### src/rtl/washer_ctrl_param_if.sv
// Front-panel / driver bundle for the parametrised washer sequencer.
// master = panel/driver side, slave = controller.
interface washer_ctrl_param_if #(
    parameter int unsigned CNT_W = 16
);
    logic             start;
    logic             cancel;
    logic             lid;
    logic [1:0]       mode;
    logic [2:0]       state;
    logic [1:0]       phase_sel;
    logic             soak_en;
    logic             wash_en;
    logic             rinse_en;
    logic             spin_en;
    logic [CNT_W-1:0] remaining;
    logic [2:0]       rinse_cnt;
    logic             busy;
    logic             paused;
    logic             done;

    modport master (
        output start, cancel, lid, mode,
        input  state, phase_sel, soak_en, wash_en, rinse_en, spin_en,
               remaining, rinse_cnt, busy, paused, done
    );

    modport slave (
        input  start, cancel, lid, mode,
        output state, phase_sel, soak_en, wash_en, rinse_en, spin_en,
               remaining, rinse_cnt, busy, paused, done
    );
endinterface

### src/rtl/washer_ctrl_param.sv
// Parametrised washing-machine sequencer with internal phase timer,
// wash profiles, programmable rinse count and lid handling.
// Optional feature macro: WASHER_PAUSE_EN (lid open -> PAUSE, resume on start).
module washer_ctrl_param #(
    parameter int unsigned CNT_W     = 16,
    parameter int unsigned SOAK_CYC  = 100,
    parameter int unsigned WASH_CYC  = 200,
    parameter int unsigned RINSE_CYC = 80,
    parameter int unsigned SPIN_CYC  = 60,
    parameter int unsigned MAX_RINSE = 3
) (
    input  logic                clk,
    input  logic                rst,
    washer_ctrl_param_if.slave  bus
);

    typedef enum logic [2:0] {
        S_IDLE  = 3'd0,
        S_READY = 3'd1,
        S_SOAK  = 3'd2,
        S_WASH  = 3'd3,
        S_RINSE = 3'd4,
        S_SPIN  = 3'd5,
        S_PAUSE = 3'd6,
        S_DONE  = 3'd7
    } state_e;

    localparam logic [1:0] M_NONE   = 2'd0;
    localparam logic [1:0] M_QUICK  = 2'd1;
    localparam logic [1:0] M_NORMAL = 2'd2;
    localparam logic [1:0] M_HEAVY  = 2'd3;

    localparam int unsigned WASH_HEAVY_CYC = 2 * WASH_CYC;
    localparam int unsigned NORMAL_RINSE   = (MAX_RINSE < 2) ? MAX_RINSE : 2;

    localparam logic [CNT_W-1:0] SOAK_LD       = CNT_W'(SOAK_CYC - 1);
    localparam logic [CNT_W-1:0] WASH_LD       = CNT_W'(WASH_CYC - 1);
    localparam logic [CNT_W-1:0] WASH_HEAVY_LD = CNT_W'(WASH_HEAVY_CYC - 1);
    localparam logic [CNT_W-1:0] RINSE_LD      = CNT_W'(RINSE_CYC - 1);
    localparam logic [CNT_W-1:0] SPIN_LD       = CNT_W'(SPIN_CYC - 1);
    localparam logic [2:0]       RINSE_NORMAL  = 3'(NORMAL_RINSE);
    localparam logic [2:0]       RINSE_HEAVY   = 3'(MAX_RINSE);

    state_e           state_q, state_d;
    logic [CNT_W-1:0] cnt_q, cnt_d;
    logic [2:0]       rinse_q, rinse_d;
    logic [1:0]       prof_q, prof_d;
    logic [2:0]       rinse_target;
    logic [2:0]       rinse_inc;

    logic [1:0]       phase_sel_q, phase_sel_d;
    logic [3:0]       en_q, en_d;
    logic             busy_q, busy_d;
    logic             done_q, done_d;

`ifdef WASHER_PAUSE_EN
    state_e           saved_q, saved_d;
    logic             paused_q;
`endif

    // Rinse passes required by the latched profile
    always_comb begin
        rinse_target = 3'd1;
        case (prof_q)
            M_NORMAL: rinse_target = RINSE_NORMAL;
            M_HEAVY:  rinse_target = RINSE_HEAVY;
            default:  rinse_target = 3'd1;
        endcase
    end

    // Next-state, counter, rinse count and profile selection
    always_comb begin
        state_d   = state_q;
        cnt_d     = cnt_q;
        rinse_d   = rinse_q;
        prof_d    = prof_q;
        rinse_inc = rinse_q + 3'd1;
`ifdef WASHER_PAUSE_EN
        saved_d   = saved_q;
`endif
        case (state_q)
            S_IDLE: begin
                cnt_d   = '0;
                rinse_d = '0;
                if (bus.start && !bus.lid && !bus.cancel) begin
                    state_d = S_READY;
                end
            end
            S_READY: begin
                if (bus.cancel) begin
                    state_d = S_IDLE;
                end else if (bus.mode != M_NONE && !bus.lid) begin
                    prof_d = bus.mode;
                    if (bus.mode == M_QUICK) begin
                        state_d = S_WASH;
                        cnt_d   = WASH_LD;
                    end else begin
                        state_d = S_SOAK;
                        cnt_d   = SOAK_LD;
                    end
                end
            end
            S_SOAK, S_WASH, S_RINSE, S_SPIN: begin
                if (bus.cancel) begin
                    state_d = S_IDLE;
                    cnt_d   = '0;
                    rinse_d = '0;
                end else if (bus.lid) begin
`ifdef WASHER_PAUSE_EN
                    state_d = S_PAUSE;
                    saved_d = state_q;
`endif
                end else if (cnt_q != '0) begin
                    cnt_d = cnt_q - CNT_W'(1);
                end else begin
                    case (state_q)
                        S_SOAK: begin
                            state_d = S_WASH;
                            cnt_d   = (prof_q == M_HEAVY) ? WASH_HEAVY_LD : WASH_LD;
                        end
                        S_WASH: begin
                            state_d = S_RINSE;
                            cnt_d   = RINSE_LD;
                        end
                        S_RINSE: begin
                            rinse_d = rinse_inc;
                            if (rinse_inc < rinse_target) begin
                                cnt_d = RINSE_LD;
                            end else begin
                                state_d = S_SPIN;
                                cnt_d   = SPIN_LD;
                            end
                        end
                        default: begin
                            state_d = S_DONE;
                            cnt_d   = '0;
                        end
                    endcase
                end
            end
            S_PAUSE: begin
`ifdef WASHER_PAUSE_EN
                if (bus.cancel) begin
                    state_d = S_IDLE;
                    cnt_d   = '0;
                    rinse_d = '0;
                end else if (bus.start && !bus.lid) begin
                    state_d = saved_q;
                end
`else
                state_d = S_IDLE;
                cnt_d   = '0;
                rinse_d = '0;
`endif
            end
            default: begin
                state_d = S_IDLE;
                cnt_d   = '0;
                rinse_d = '0;
            end
        endcase
    end

    // Output decode of the next state, registered alongside it
    always_comb begin
        phase_sel_d = 2'b00;
        en_d        = 4'b0000;
        busy_d      = 1'b0;
        done_d      = 1'b0;
        case (state_d)
            S_SOAK:  begin phase_sel_d = 2'b00; en_d = 4'b1000; busy_d = 1'b1; end
            S_WASH:  begin phase_sel_d = 2'b01; en_d = 4'b0100; busy_d = 1'b1; end
            S_RINSE: begin phase_sel_d = 2'b10; en_d = 4'b0010; busy_d = 1'b1; end
            S_SPIN:  begin phase_sel_d = 2'b11; en_d = 4'b0001; busy_d = 1'b1; end
            S_PAUSE: busy_d = 1'b1;
            S_DONE:  done_d = 1'b1;
            default: ;
        endcase
    end

    // State, counter and decoded output registers
    always_ff @(posedge clk) begin
        if (rst) begin
            state_q     <= S_IDLE;
            cnt_q       <= '0;
            rinse_q     <= '0;
            prof_q      <= M_QUICK;
            phase_sel_q <= 2'b00;
            en_q        <= 4'b0000;
            busy_q      <= 1'b0;
            done_q      <= 1'b0;
        end else begin
            state_q     <= state_d;
            cnt_q       <= cnt_d;
            rinse_q     <= rinse_d;
            prof_q      <= prof_d;
            phase_sel_q <= phase_sel_d;
            en_q        <= en_d;
            busy_q      <= busy_d;
            done_q      <= done_d;
        end
    end

`ifdef WASHER_PAUSE_EN
    // Phase to return to after a lid pause, and the paused flag
    always_ff @(posedge clk) begin
        if (rst) begin
            saved_q  <= S_IDLE;
            paused_q <= 1'b0;
        end else begin
            saved_q  <= saved_d;
            paused_q <= (state_d == S_PAUSE);
        end
    end

    assign bus.paused = paused_q;
`else
    assign bus.paused = 1'b0;
`endif

    assign bus.state     = state_q;
    assign bus.remaining = cnt_q;
    assign bus.rinse_cnt = rinse_q;
    assign bus.phase_sel = phase_sel_q;
    assign bus.soak_en   = en_q[3];
    assign bus.wash_en   = en_q[2];
    assign bus.rinse_en  = en_q[1];
    assign bus.spin_en   = en_q[0];
    assign bus.busy      = busy_q;
    assign bus.done      = done_q;

endmodule
### src/flat_wrapper.sv
// flat-port wrapper written by rule: the top's interface ports become plain ports
module washer_ctrl_param_flat 
#(
    parameter int unsigned CNT_W     = 16,
    parameter int unsigned SOAK_CYC  = 100,
    parameter int unsigned WASH_CYC  = 200,
    parameter int unsigned RINSE_CYC = 80,
    parameter int unsigned SPIN_CYC  = 60,
    parameter int unsigned MAX_RINSE = 3
)
  (clk, rst, bus_start, bus_cancel, bus_lid, bus_mode, bus_state, bus_phase_sel, bus_soak_en, bus_wash_en, bus_rinse_en, bus_spin_en, bus_remaining, bus_rinse_cnt, bus_busy, bus_paused, bus_done);
  washer_ctrl_param_if #(.CNT_W(CNT_W)) bus_i ();
  input  logic clk;
  input  logic rst;
  input wire logic [$bits(bus_i.start)-1:0] bus_start;
  input wire logic [$bits(bus_i.cancel)-1:0] bus_cancel;
  input wire logic [$bits(bus_i.lid)-1:0] bus_lid;
  input wire logic [$bits(bus_i.mode)-1:0] bus_mode;
  output wire logic [$bits(bus_i.state)-1:0] bus_state;
  output wire logic [$bits(bus_i.phase_sel)-1:0] bus_phase_sel;
  output wire logic [$bits(bus_i.soak_en)-1:0] bus_soak_en;
  output wire logic [$bits(bus_i.wash_en)-1:0] bus_wash_en;
  output wire logic [$bits(bus_i.rinse_en)-1:0] bus_rinse_en;
  output wire logic [$bits(bus_i.spin_en)-1:0] bus_spin_en;
  output wire logic [$bits(bus_i.remaining)-1:0] bus_remaining;
  output wire logic [$bits(bus_i.rinse_cnt)-1:0] bus_rinse_cnt;
  output wire logic [$bits(bus_i.busy)-1:0] bus_busy;
  output wire logic [$bits(bus_i.paused)-1:0] bus_paused;
  output wire logic [$bits(bus_i.done)-1:0] bus_done;
  assign bus_i.start = bus_start;
  assign bus_i.cancel = bus_cancel;
  assign bus_i.lid = bus_lid;
  assign bus_i.mode = bus_mode;
  assign bus_state = bus_i.state;
  assign bus_phase_sel = bus_i.phase_sel;
  assign bus_soak_en = bus_i.soak_en;
  assign bus_wash_en = bus_i.wash_en;
  assign bus_rinse_en = bus_i.rinse_en;
  assign bus_spin_en = bus_i.spin_en;
  assign bus_remaining = bus_i.remaining;
  assign bus_rinse_cnt = bus_i.rinse_cnt;
  assign bus_busy = bus_i.busy;
  assign bus_paused = bus_i.paused;
  assign bus_done = bus_i.done;
  washer_ctrl_param #(.CNT_W(CNT_W), .SOAK_CYC(SOAK_CYC), .WASH_CYC(WASH_CYC), .RINSE_CYC(RINSE_CYC), .SPIN_CYC(SPIN_CYC), .MAX_RINSE(MAX_RINSE)) u_core (.clk(clk), .rst(rst), .bus(bus_i));
endmodule
### config.mk
export PLATFORM = sky130hd
export DESIGN_NAME = washer_ctrl_param_flat
export DESIGN_NICKNAME = d
export VERILOG_FILES = /design/src/rtl/washer_ctrl_param_if.sv /design/src/rtl/washer_ctrl_param.sv /design/src/flat_wrapper.sv
export SDC_FILE = /design/constraint.sdc
export NUM_CORES = 1
export LEC_CHECK = 0
export ABC_AREA = 1
export CORE_ASPECT_RATIO = 1.4
export CORE_UTILIZATION = 35
export DETAILED_ROUTE_END_ITERATION = 8
export PLACE_DENSITY = 0.57
export SYNTH_ARGS = -nofsm -noshare
export SYNTH_HDL_FRONTEND = slang
export SYNTH_SLANG_ARGS = --single-unit
### constraint.sdc
create_clock -name clk -period 1.85 [get_ports clk]
set_input_delay 0.4625 -clock clk [delete_from_list [all_inputs] [get_ports clk]]
set_output_delay 0.4625 -clock clk [all_outputs]
set_load 0.03 [all_outputs]
# Yosys cells after proc, flatten, opt, wreduce, memory -nomap -nowiden
# Index checks and enable logic that the tools add are counted.
# op_classes
n_reduce_logical	13
n_shift	0
n_lt_le_gt_ge	1
n_eq_ne	19
bitwise	2
multipliers	0
muxes	30
addsub	2
n_div	0
# ops
operator	n
16-bit two-way mux	5
16-bit one-hot mux with 3 select lines	1
3-bit two-way mux	11
16-bit one-hot mux with 2 select lines	1
3-bit equality test, second input constant	6
3-bit one-hot mux with 3 select lines	2
4-bit one-hot mux with 4 select lines	1
16-bit nonzero test	1
16-bit by 1-bit subtractor with 16-bit output, second input constant	1
3-bit by 2-bit equality test with 1-bit output, second input constant	4
9-bit two-way mux	1
8-bit two-way mux	1
7-bit two-way mux	1
3-bit inequality test, second input constant	2
2-bit one-hot mux with 3 select lines	1
3-bit one-hot mux with 2 select lines	1
3-bit AND reduction	2
5-bit OR reduction	1
2-bit equality test, second input constant	2
2-bit one-hot mux with 2 select lines	1
4-bit AND reduction	1
4-bit OR reduction	1
3-bit by 1-bit adder with 3-bit output, second input constant	1
3-bit by 1-bit equality test with 1-bit output, second input constant	1
other kinds (11)	17
# word_totals
rom_bits	0
in_bits	7
wordCells	75
mem_bits_rw	0
mem_count	0
ff_bits	32
latchBits	0

# Depth between registers and ports, before layout
# Gate-level depths: netlist (run 1).
# logic_depth
depth_word	12
ltp_mapped	13

# Worst setup path before layout (run 1)
# No wires, ideal clock.
# synth_timing
path_type	reg-to-reg
from	register u_core.rinse_q[0] (netlist: u_core.bus.rinse_cnt[0])
to	register u_core.done_q (netlist: u_core.bus.done)
stages_incl_launch_ff	10
setup_ps	115
arrival_time_ps	1714
t_required_ps	1735
setup_slack_ps	20
period_less_slack_ps	1830
path_cell_list	dfxtp_1 > ha_1 > ha_1 > nand2_1 > nand3_1 > nand2_1 > nand2_1 > nand2_1 > nand2_1 > and3_1
# synth_via
elab_chain_len	10
# synth_lines
item	line	rtl
start, declared	washer_ctrl_param.sv:46	logic [2:0] rinse_q, rinse_d;
start signal, assigned	washer_ctrl_param.sv:195	rinse_q <= rinse_d;
3-bit by 1-bit adder with 3-bit output	washer_ctrl_param.sv:77	rinse_inc = rinse_q + 3'd1;
3-bit by 2-bit less-than comparator with 1-bit output	washer_ctrl_param.sv:127	if (rinse_inc < rinse_target) begin
3-bit two-way mux	washer_ctrl_param.sv:127	
3-bit one-hot mux with 3 select lines	washer_ctrl_param.sv:116	case (state_q)
3-bit two-way mux	washer_ctrl_param.sv:113	end else if (cnt_q != '0) begin
3-bit two-way mux	washer_ctrl_param.sv:108	end else if (bus.lid) begin
3-bit two-way mux	washer_ctrl_param.sv:104	if (bus.cancel) begin
3-bit one-hot mux with 3 select lines	washer_ctrl_param.sv:81	case (state_q)
3-bit equality test	washer_ctrl_param.sv:170	case (state_d)
1-bit two-way mux	washer_ctrl_param.sv:170	
end signal, assigned	washer_ctrl_param.sv:200	done_q <= done_d;
end, declared	washer_ctrl_param.sv:54	logic done_q, done_d;
# No other way between the ends.
# A chain may end at the register's enable or synchronous reset.

# Worst setup path in the final report (run 1)
# layout_timing
from	register u_core.cnt_q[7] (netlist: u_core.bus.remaining[7])
to	output bus_remaining[7]
# layout_rtl
item	line	rtl
start, declared	washer_ctrl_param.sv:45	logic [CNT_W-1:0] cnt_q, cnt_d;
start signal, assigned	washer_ctrl_param.sv:194	cnt_q <= cnt_d;
end, declared	flat_wrapper.sv:25	output wire logic [$bits(bus_i.remaining)-1:0] bus_remaining;
# No word-level cell between the ends.

==> results of run 1 <==
[cell usage after synthesis (all sizes together)]
library cell / instances / area share [%]
a211oi: 1 / 0.41
a21oi: 21 / 6.3
a31oi: 2 / 0.68
and3: 1 / 0.34
buf: 4 / 2.2
clkbuf: 1 / 0.20
clkinv: 1 / 0.20
conb: 1 / 0.20
dfxtp: 32 / 35
ha: 4 / 2.7
inv: 36 / 7.3
nand2: 80 / 17
nand3: 20 / 5.7
nand4: 2 / 0.68
nor2: 42 / 11
nor3: 3 / 1.4
nor4: 2 / 0.68
o211ai: 2 / 0.81
o21ai: 18 / 4.9
o21bai: 1 / 0.41
xnor2: 2 / 0.95
xor2: 2 / 0.95
[metal layers]
metal | GRT usage [%] | up-vias | wire length, um
li1 | - | 1013 | -
met1 | 19.6 | 855 | 2070
met2 | 33.8 | 39 | 2490
met3 | 3.13 | 9 | 143
met4 | 8.88 | 0 | 136
met5 | 0 | - | 0
[worst paths after layout]
| kind | endpoint | slack, ns | start |
|---|---|---|---|
| setup / recovery | bus_remaining[7] | 0.04 | u_core.bus.remaining[7] |
| hold / removal | u_core.bus.rinse_cnt[1] | 0.50 | u_core.bus.rinse_cnt[1] |
| setup reg to reg | u_core.bus.phase_sel[0] | 0.14 | u_core.bus.rinse_cnt[0] |
| hold reg to reg | u_core.bus.rinse_cnt[1] | 0.50 | u_core.bus.rinse_cnt[1] |
[power groups by stage]
stage	Sequential (mW)	Combinational, mW	Clock [mW]
2_1_floorplan	0.742	0.185	0
3_3_place_gp	0.725	0.326	0
3_5_place_dp	0.725	0.325	0
4_1_cts	0.709	0.323	0.760
5_1_grt	0.711	0.367	0.778
6_report	0.709	0.331	0.742
[placed cells by master, fill, tap and decap left out, drive strengths merged, types with 2 or more instances in the layout]
cell type,Yosys,layout
a21oi,21,21
a31oi,2,2
buf,4,27
clkbuf,1,7
clkdlybuf4s50,0,20
dfxtp,32,32
dlygate4sd2,0,11
dlymetal6s2s,0,5
ha,4,4
inv,36,36
nand2,80,80
nand3,20,20
nand4,2,2
nor2,42,42
nor3,3,3
nor4,2,2
o211ai,2,2
o21ai,18,18
xnor2,2,2
xor2,2,2
[flip-flops by register name, summed over array words and instances (netlist names)]
register / flops
u_core.bus.state: 3
u_core.bus.done: 1
u_core.bus.phase_sel: 2
u_core.bus.rinse_cnt: 3
u_core.bus.remaining: 16
u_core.bus.busy: 1
u_core.en_q: 4
u_core.prof_q: 2
[repair_timing]
action                                  4_1_cts  5_1_grt
pin swaps                                     0        2
resized for setup                            11       18
endpoints found under the setup margin       11       19
[final cells by class]
| class | instances | area [um2] |
|---|---|---|
| fillers | 544 | 2500 |
| flip-flops and latches | 32 | 644 |
| inverters | 37 | 139 |
| clock buffers | 7 | 96.3 |
| repair buffers | 63 | 562 |
| clock inverters | 1 | 30.0 |
| multi-input cells | 204 | 1060 |
| well taps | 66 | 82.6 |
[per-stage QoR]
stage / setup WS [ns] / cell area, um2 / util (%)
after detailed placement: -0.175 / 2450 / 47.9
after floorplan: 0.0201 / 1850 / -
after global routing: 0.00000555 / 2620 / 51.1
after global placement: -0.146 / 2450 / 47.9
after CTS: 0.00674 / 2560 / 50.1
final: 0.0356 / 2620 / 51.1
[kinds of logic after synthesis]
group           count (synthesis)  share of synthesized area [%]
xor+xnor                        4                           1.89
flops                          32                           34.6
buf+inv                        42                           9.93
simple gates                  150                           37.2
fa+ha+maj                       4                           2.70
other cells                     1                          0.203
compound gates                 45                           13.4
==> run summary, run 1 <==
Slowest cell on crit path: clkdlybuf4s50_1
Post-layout nets: 354
post-synthesis cell type count: 32
first-pass GRT wire length: 7.82 mm
final hold slack: 0.502 ns
Max Root-Sink Buffers: 2
gpl congestion: 0.873
Port Buf Inserts: 36
yosys warns: 0
fin cells: 410
critical path class: reg2out
clock network power share: 41.6%
highest clock rate: 551 MHz
crit-path max cell delay: 0.69 ns
fin. max-slew vios: 0
vias in the first global route: 1,811
synthesized instance count: 278
setup repair after global routing missed its margin: false
die height: 88.1 um
DP HPWL: 3.73 mm
synthesis-to-finish area growth: 41.4%
CP Launch Type: register
pin count of the biggest net entering global routing: 21
data arrival time of the worst path: 1.35 ns
DRT antenna net count: 0
hold depth: 2
DIE WIDTH: 63.5 um
CTS Buf Count: 5
stages on the worst setup path: 1
Detailed Routing Iterations Pass 1: 4
Clock transition at path regs: 0.07 ns
vias: 1,916
drt initial violations: 68
pwr/cell area: 681 nW/um2
Buf+Inv Stages, Crit Path: 1
critical path, cell by cell: clkdlybuf4s50_1
Post-Syn Area: 1850 um2
layout cells sized above 1: 21.2%
minimum clock period after layout: 1.81 ns
Core Area: 5120 um2
CTS tree: yes
initial antenna violation count: 0
Switching Share: 26.6%
Logic pwr share: 18.6%
final WL: 4.84 mm
Hold WC Path Type: reg2reg
skew final: 0.00817 ns
leak pwr: 1.37 nW
final count of negative-setup-slack endpoints: 0
initial core utilization: 36.2%
syn_area_per_cell: 6.66 um2
Tcrit/Tclk final: 98.1%
CP max FO: 3
maximum VDD drop: 0.564 mV
GRT Overall Usage: 18.1%
Final Total Pwr: 1.78 mW
postcts setup bufs: 0
CP delay by family, top: buffers and inverters
Synth Net Count: 289
clock sinks: 32
sequential power share: 39.8%
final global-route overflow total: 0
H-tree levels: 2
cts hold-fix bufs: 0
Setup crit end kind: output pin
routed vias/inst: 4.67
Net Sw Power: 0.474 mW
DRC viols: 0
MaxCap Viol Count: 0
sequential area share after synthesis: 34.6%
CTS Root Cell: clkbuf_8
Final Hold Viols: 0
I/O pins: 38
Synth Register Bits: 32
DP Cell Count: 402
row count: 31
die area: 5590 um2
status: complete, no violations
Critical Path RT: 1.39 ns
Reg2Reg Depth: 11
wire per inst: 11.8 um
antenna cells: 0
clk_lat worst skew: 0.29 ns
Int Power: 1.31 mW
Final TNS setup: 0 ns
(Power assumes the default switching activity.)
==> run 2, diff against run 1 <==
--- a/config.mk
+++ b/config.mk
@@ -8,8 +8,10 @@
 export ABC_AREA = 1
 export CORE_ASPECT_RATIO = 1.4
 export CORE_UTILIZATION = 35
+export CTS_BUF_LIST = sky130_fd_sc_hd__clkbuf_4 sky130_fd_sc_hd__clkbuf_8
 export DETAILED_ROUTE_END_ITERATION = 8
 export PLACE_DENSITY = 0.57
+export SLEW_MARGIN = 20
 export SYNTH_ARGS = -nofsm -noshare
 export SYNTH_HDL_FRONTEND = slang
 export SYNTH_SLANG_ARGS = --single-unit
==> results of run 2 <==
Same layout as run 1: the final DEF is identical, and so are final timing and power.
==> run 3, diff against run 2 <==
--- a/config.mk
+++ b/config.mk
@@ -9,6 +9,7 @@
 export CORE_ASPECT_RATIO = 1.4
 export CORE_UTILIZATION = 35
 export CTS_BUF_LIST = sky130_fd_sc_hd__clkbuf_4 sky130_fd_sc_hd__clkbuf_8
+export CTS_CLUSTER_SIZE = 40
 export DETAILED_ROUTE_END_ITERATION = 8
 export PLACE_DENSITY = 0.57
 export SLEW_MARGIN = 20
==> results of run 3 <==
Same layout as run 1: the final DEF is identical, and so are final timing and power.
